===== config.mk =====
export PLATFORM = sky130hd
export DESIGN_NAME = mux8_rr_arbiter
export DESIGN_NICKNAME = d
export VERILOG_FILES = /design/src/rtl/mux8_rr_arbiter.sv
export SDC_FILE = /design/constraint.sdc
export NUM_CORES = 1
export LEC_CHECK = 0
export ABC_AREA = 0
export CELL_PAD_IN_SITES_DETAIL_PLACEMENT = 1
export CELL_PAD_IN_SITES_GLOBAL_PLACEMENT = 1
export CORE_MARGIN = 2
export CORE_UTILIZATION = 39
export DETAILED_ROUTE_END_ITERATION = 6
export PLACE_DENSITY_LB_ADDON = 0.1
export SYNTH_ARGS = -nofsm -noshare
export SYNTH_HDL_FRONTEND = slang
export SYNTH_SLANG_ARGS = --single-unit
export TNS_END_PERCENT = 100

===== constraint.sdc =====
create_clock -name clk -period 5.9 [get_ports clk]
set_input_delay 1.18 -clock clk [delete_from_list [all_inputs] [get_ports clk]]
set_output_delay 1.18 -clock clk [all_outputs]
set_load 0.01 [all_outputs]

===== src/rtl/mux8_rr_arbiter.sv =====
// Eight-way round-robin arbiter with bounded per-winner bursts, feeding a
// single-entry valid/ready output stage that also reports the chosen source.
module mux8_rr_arbiter #(
    parameter int DW    = 4,
    parameter int BURST = 2
) (
    input  logic            clk,
    input  logic            rst_n,
    input  logic [7:0]      req,
    input  logic [8*DW-1:0] din,
    output logic [7:0]      gnt,
    output logic            out_valid,
    input  logic            out_ready,
    output logic [DW-1:0]   out_data,
    output logic [2:0]      out_sel
);

    typedef enum logic {IDLE, HOLD} state_t;

    localparam logic [3:0] BURST_C = 4'(BURST);

    state_t          state_q;
    logic [2:0]      ptr_q;
    logic [3:0]      cnt_q;
    logic [7:0]      gnt_q;
    logic [DW-1:0]   data_q;
    logic [2:0]      sel_q;

    logic            load;
    logic [2:0]      win;
    logic [2:0]      idx;
    logic [3:0]      new_cnt;

    assign load = (|req) && (state_q == IDLE || out_ready);

    // Scan farthest-to-nearest from ptr so the nearest requester lands last.
    always_comb begin
        win = ptr_q;
        idx = ptr_q;
        for (int k = 7; k >= 0; k--) begin
            idx = ptr_q + 3'(k);
            if (req[idx]) win = idx;
        end
    end

    assign new_cnt = (win == ptr_q) ? cnt_q + 4'd1 : 4'd1;

    always_ff @(posedge clk or negedge rst_n) begin
        if (!rst_n) begin
            state_q <= IDLE;
            ptr_q   <= '0;
            cnt_q   <= '0;
            gnt_q   <= '0;
            data_q  <= '0;
            sel_q   <= '0;
        end else begin
            gnt_q <= '0;
            if (load) begin
                state_q <= HOLD;
                gnt_q   <= 8'b1 << win;
                data_q  <= din[win*DW +: DW];
                sel_q   <= win;
                if (new_cnt == BURST_C) begin
                    ptr_q <= win + 3'd1;
                    cnt_q <= '0;
                end else begin
                    ptr_q <= win;
                    cnt_q <= new_cnt;
                end
            end else if (state_q == HOLD && out_ready) begin
                state_q <= IDLE;
            end
        end
    end

    assign gnt       = gnt_q;
    assign out_valid = (state_q == HOLD);
    assign out_data  = data_q;
    assign out_sel   = sel_q;

    a_gnt_onehot: assert property (@(posedge clk) disable iff (!rst_n)
        $onehot0(gnt));
    a_gnt_after_load: assert property (@(posedge clk) disable iff (!rst_n)
        (gnt != 8'd0) |-> $past(load));
    a_stall_stable: assert property (@(posedge clk) disable iff (!rst_n)
        (out_valid && !out_ready) |=> ($stable(out_data) && $stable(out_sel)));

endmodule

* Word level (Yosys, flattened, before mapping) *
Cells that the tools add are included.

word-level totals
  register bits after elaboration = 23
  bits of input ports = 43
  word-level logic and storage cells = 63

operators by class
  $add $sub $neg = 9
  $lt $le $gt $ge = 8
  eq/ne operators = 2
  shift operators = 2
  muxes and demuxes = 30
  bitwise logic cells = 1
  reductions and logical operators = 5

operators with widths
  cell                                                                   count
  3-bit by 4-bit < comparator with 1-bit output (second input constant)  8
  32-bit by 6-bit variable part select with 4-bit output                 1
  3-bit 2-to-1 mux                                                       9
  1-bit binary-select mux with 3-bit select                              8
  3-bit adder (second input constant)                                    4
  1-bit 2-to-1 mux                                                       10
  4-bit 2-to-1 mux                                                       2
  8-bit 2-to-1 mux                                                       1
  8-bit OR reduction                                                     1
  1-bit by 3-bit left shift with 8-bit output (first input constant)     1
  3-bit by 1-bit adder with 3-bit output (second input constant)         2
  3-bit by 2-bit adder with 3-bit output (second input constant)         2
  4-bit by 1-bit adder with 4-bit output (second input constant)         1
  4-bit by 2-bit == test with 1-bit output (second input constant)       1
  3-bit == test                                                          1
  1-bit logical AND                                                      2
  2-bit nonzero test                                                     1
  1-bit logical OR                                                       1
  1-bit NOT                                                              1

* Depth between registers and ports, before layout *
  word-level depth = 15
  gate-level depth with buffers = 19
  mapped depth without buffers = 14

* Worst setup path before layout *
OpenSTA, ideal clock, no wires.

  path type = reg2reg
  start = register ptr_q[0]
  end = register ptr_q[1]
  setup time = 90 ps
  data arrival time = 4,283 ps
  data required time = 5,810 ps
  setup slack = 1,527 ps
  cell stages (with the launch flop) = 20
  period minus slack after synthesis = 4,373 ps
  cell sequence = dfrtp_1 > buf_6 > clkbuf_1 > clkinv_1 > clkbuf_1 > ha_1 > clkbuf_1 > mux4_2 > mux2i_1 > nand2_1 > a21o_1 > clkbuf_1 > a21oi_1 > nor2_1 > xnor2_1 > inv_1 > ha_1 > nand2_1 > or4_1 > o221ai_1

between the ends
  longest elaborated chain between the ends = 15

ends and longest elaborated chain
  what                                       line  text
  start, declared                            23    logic [2:0] ptr_q;
  start signal, assigned                     64    ptr_q <= win + 3'd1;
  start signal, assigned                     67    ptr_q <= win;
  3-bit adder                                41    idx = ptr_q + 3'(k);
  1-bit binary-select mux with 3-bit select  42    if (req[idx]) win = idx;
  1-bit 2-to-1 mux (not written as such)     42
  3-bit 2-to-1 mux (7 in a row)              42
  3-bit 2-to-1 mux (*)                       42
  named net win[0]                           30    logic [2:0] win;
  3-bit == test                              46    assign new_cnt = (win == ptr_q) ? cnt_q + 4'd1 : 4'd1;
  4-bit 2-to-1 mux                           46
  4-bit by 2-bit == test with 1-bit output   63    if (new_cnt == BURST_C) begin
  3-bit 2-to-1 mux (*)                       63

The timed path passes the listed nets; every way through them passes the cells marked *. The select of a mux whose other input is x is not followed.
A chain may end at the register's enable or synchronous reset.

* Final worst setup path *
  start = register ptr_q[1]
  end = register ptr_q[1]

The elaborated chain is that of the path after synthesis.

==> out/qor.txt <==
crit path from: ptr_q[1]
share of layout cells above drive strength 1: 0.08102
post-route ant nets: 0
CTS root buf: clkbuf_8
setup_tns: 0 ns
Main synth FF type: dfrtp_1
Post CTS Setup Buffer Count: 0
net count after synthesis: 490
Syn Area/Cell: 7.430 sq um
Layout area overhead: 20.91%
crit share post-route: 0.8011
die height: 95.35 um
IO buf count: 58
Clk Latency, worst-skew pair: 0.27 ns
first-pass GRT wire length: 18.46 mm
crit path capture type: register
nets: 522
Hold Buf Count CTS: 0
Relative slew margins: 0.2874
status: completed
Worst Path Arrival: 4.91 ns
diodes inserted: 0
core region area: 8134 sq um
DR WL/cell: 19.35 um
initial antenna violation count: 0
HPWL Detailed: 7.964 mm
sequential share of the synthesized area: 0.1769
Max-cap violations: 0
EDFF count, synth: 0
clock buffer depth: 2
Yosys reg bits: 23
# fillers: 1035
Hold Vio Cnt, Final: 0
CP required: 6.08 ns
critical path class: register to register
Clock transition at path regs: 0.09 ns
Initial Utilization: 0.4001
Unique masters post-synth: 57
Die Span X: 95.35 um
top cells by area, synth: dfrtp_1 (18%), nand2_1 (8.1%), a221oi_1 (7.0%)
share of the synthesized area in the top cell type: 0.1769
CTS tree: built
hold path start: out_data[2]
Max FO, Critical Path: 33
Worst R2R Start: ptr_q[1]
final setup vio count: 0
CP startpoint kind: register
vias in the first global route: 3771
Synth Warn #: 0
initial drt markers: 141
Cells after Synth: 438
num ports: 59
Worst-Margin Slew: 1.066 ns
Max Slew Vio Count: 0
clk sinks: 23
Post-Syn Area: 3254 sq um
DR vias: 3687
Synth area leader: dfrtp_1
asr flop ratio synth: 1.000
htree depth: 1
Max Freq: 211.6 MHz
Final min period: 4.726 ns
final wirelength: 11.11 mm
GPL Wtd Cong: 0.8462
DR DRC count: 0
DR pass1 iterations: 4
die area: 9092 sq um
Avg Vias per Cell: 6.423
Tot GR Track Use: 0.2524
largest net degree at the start of global routing: 39
clk_skew: 0.007337 ns
gr ovfl total: 0
RSZ-0062 raised after global routing: no
Worst Hold Class: register to register
CTS resizes: 0
row cnt: 33
CTS Buf Count: 3
-- cells by family after synthesis --
kind of cell    count (synthesis)  synth area share
compound gates                121            0.2687
xor+xnor                        4           0.01077
fa+ha+maj                       9           0.03460
buf+inv                        53           0.06497
flops                          23            0.1769
mux                            26            0.1257
simple gates                  202            0.3183
-- critical path, cell delays in order (launching register included) --
cell	delay (ns)
dfrtp_1	0.85
inv_1	0.41
ha_1	0.61
mux4_2	0.42
mux2i_1	0.37
a21oi_2	0.10
buf_4	0.25
a21oi_1	0.18
nor2_1	0.09
xnor2_1	0.36
inv_1	0.13
ha_1	0.30
nand2_1	0.04
or4_1	0.41
o221ai_1	0.10
-- Yosys cell counts (all sizes together) (6+ instances only) --
library cell,count
nand3,23
dfrtp,23
mux2i,6
mux4,10
clkbuf,34
or4,19
buf,6
mux2,10
nand2,70
a221oi,26
o21ai,13
nand2b,6
a311oi,16
nor2,34
and3,16
ha,9
a21oi,33
nand4b,16
inv,11
-- per-stage QoR --
step             util  std cells  hold slack [ns]  area [sq um]  setup WS [ns]
6_report       0.4838        574           0.4949          3935          1.174
5_1_grt        0.4838        574           0.5406          3935         0.7340
4_1_cts        0.4838        574           0.5058          3935          1.152
3_5_place_dp   0.4781        570           0.4867          3889          1.162
3_3_place_gp   0.4781        570           0.4664          3889          1.249
2_1_floorplan       -        438           0.5098          3254          1.527
-- layout by cell type (no fill, tap or decap), types with 6 or more instances in the layout --
cell,synthesis,routed
nor2_1,34,34
o21ai_0,10,10
nand2b_1,6,6
clkdlybuf4s50_1,0,58
mux2_2,10,10
a221oi_1,26,26
or4_1,19,19
buf_4,0,9
nand3_1,23,23
nand4b_1,16,16
nand2_1,70,70
ha_1,9,9
a21oi_1,33,32
inv_1,10,10
mux4_2,7,7
and3_1,16,16
a311oi_1,16,16
dfrtp_1,23,22
-- path summary, 6_finish.rpt --
path	endpoint	depth (start not counted)	slack, ns
max	ptr_q[1]	14	1.17
min	out_data[2]	2	0.49
max reg2reg	ptr_q[1]	14	1.17
min reg2reg	out_data[2]	2	0.49
max in group asynchronous	ptr_q[0]	1	3.71
min in group asynchronous	gnt[3]	1	1.48
-- area by class of cell --
type	count	area, sq um	area share
inverters	13	48.80	0.01240
clock buffers	3	41.29	0.01049
repair buffers	67	648.1	0.1647
flip-flops and latches	23	576.8	0.1466
multi-input cells	362	2484	0.6312
well taps	105	131.4	0.03339
clock inverters	1	5.005	0.001272
-- sequential cells by signal (all words and copies together), names as in the netlist --
name,cells
cnt_q,4
gnt,8
out_valid,1
out_sel,3
out_data,4
ptr_q,3
-- metal layers --
layer  vias up  track usage  wire length, um
li1       1756            -                -
met1      1823       0.3133             4773
met2        93       0.4748             5862
met3        15      0.01897              362
met4         0      0.05193              106
met5         -            0                0
Power is left out: the tool's default activity adds up to more than one toggle a clock period on the data nets, which glitch-free logic cannot reach.
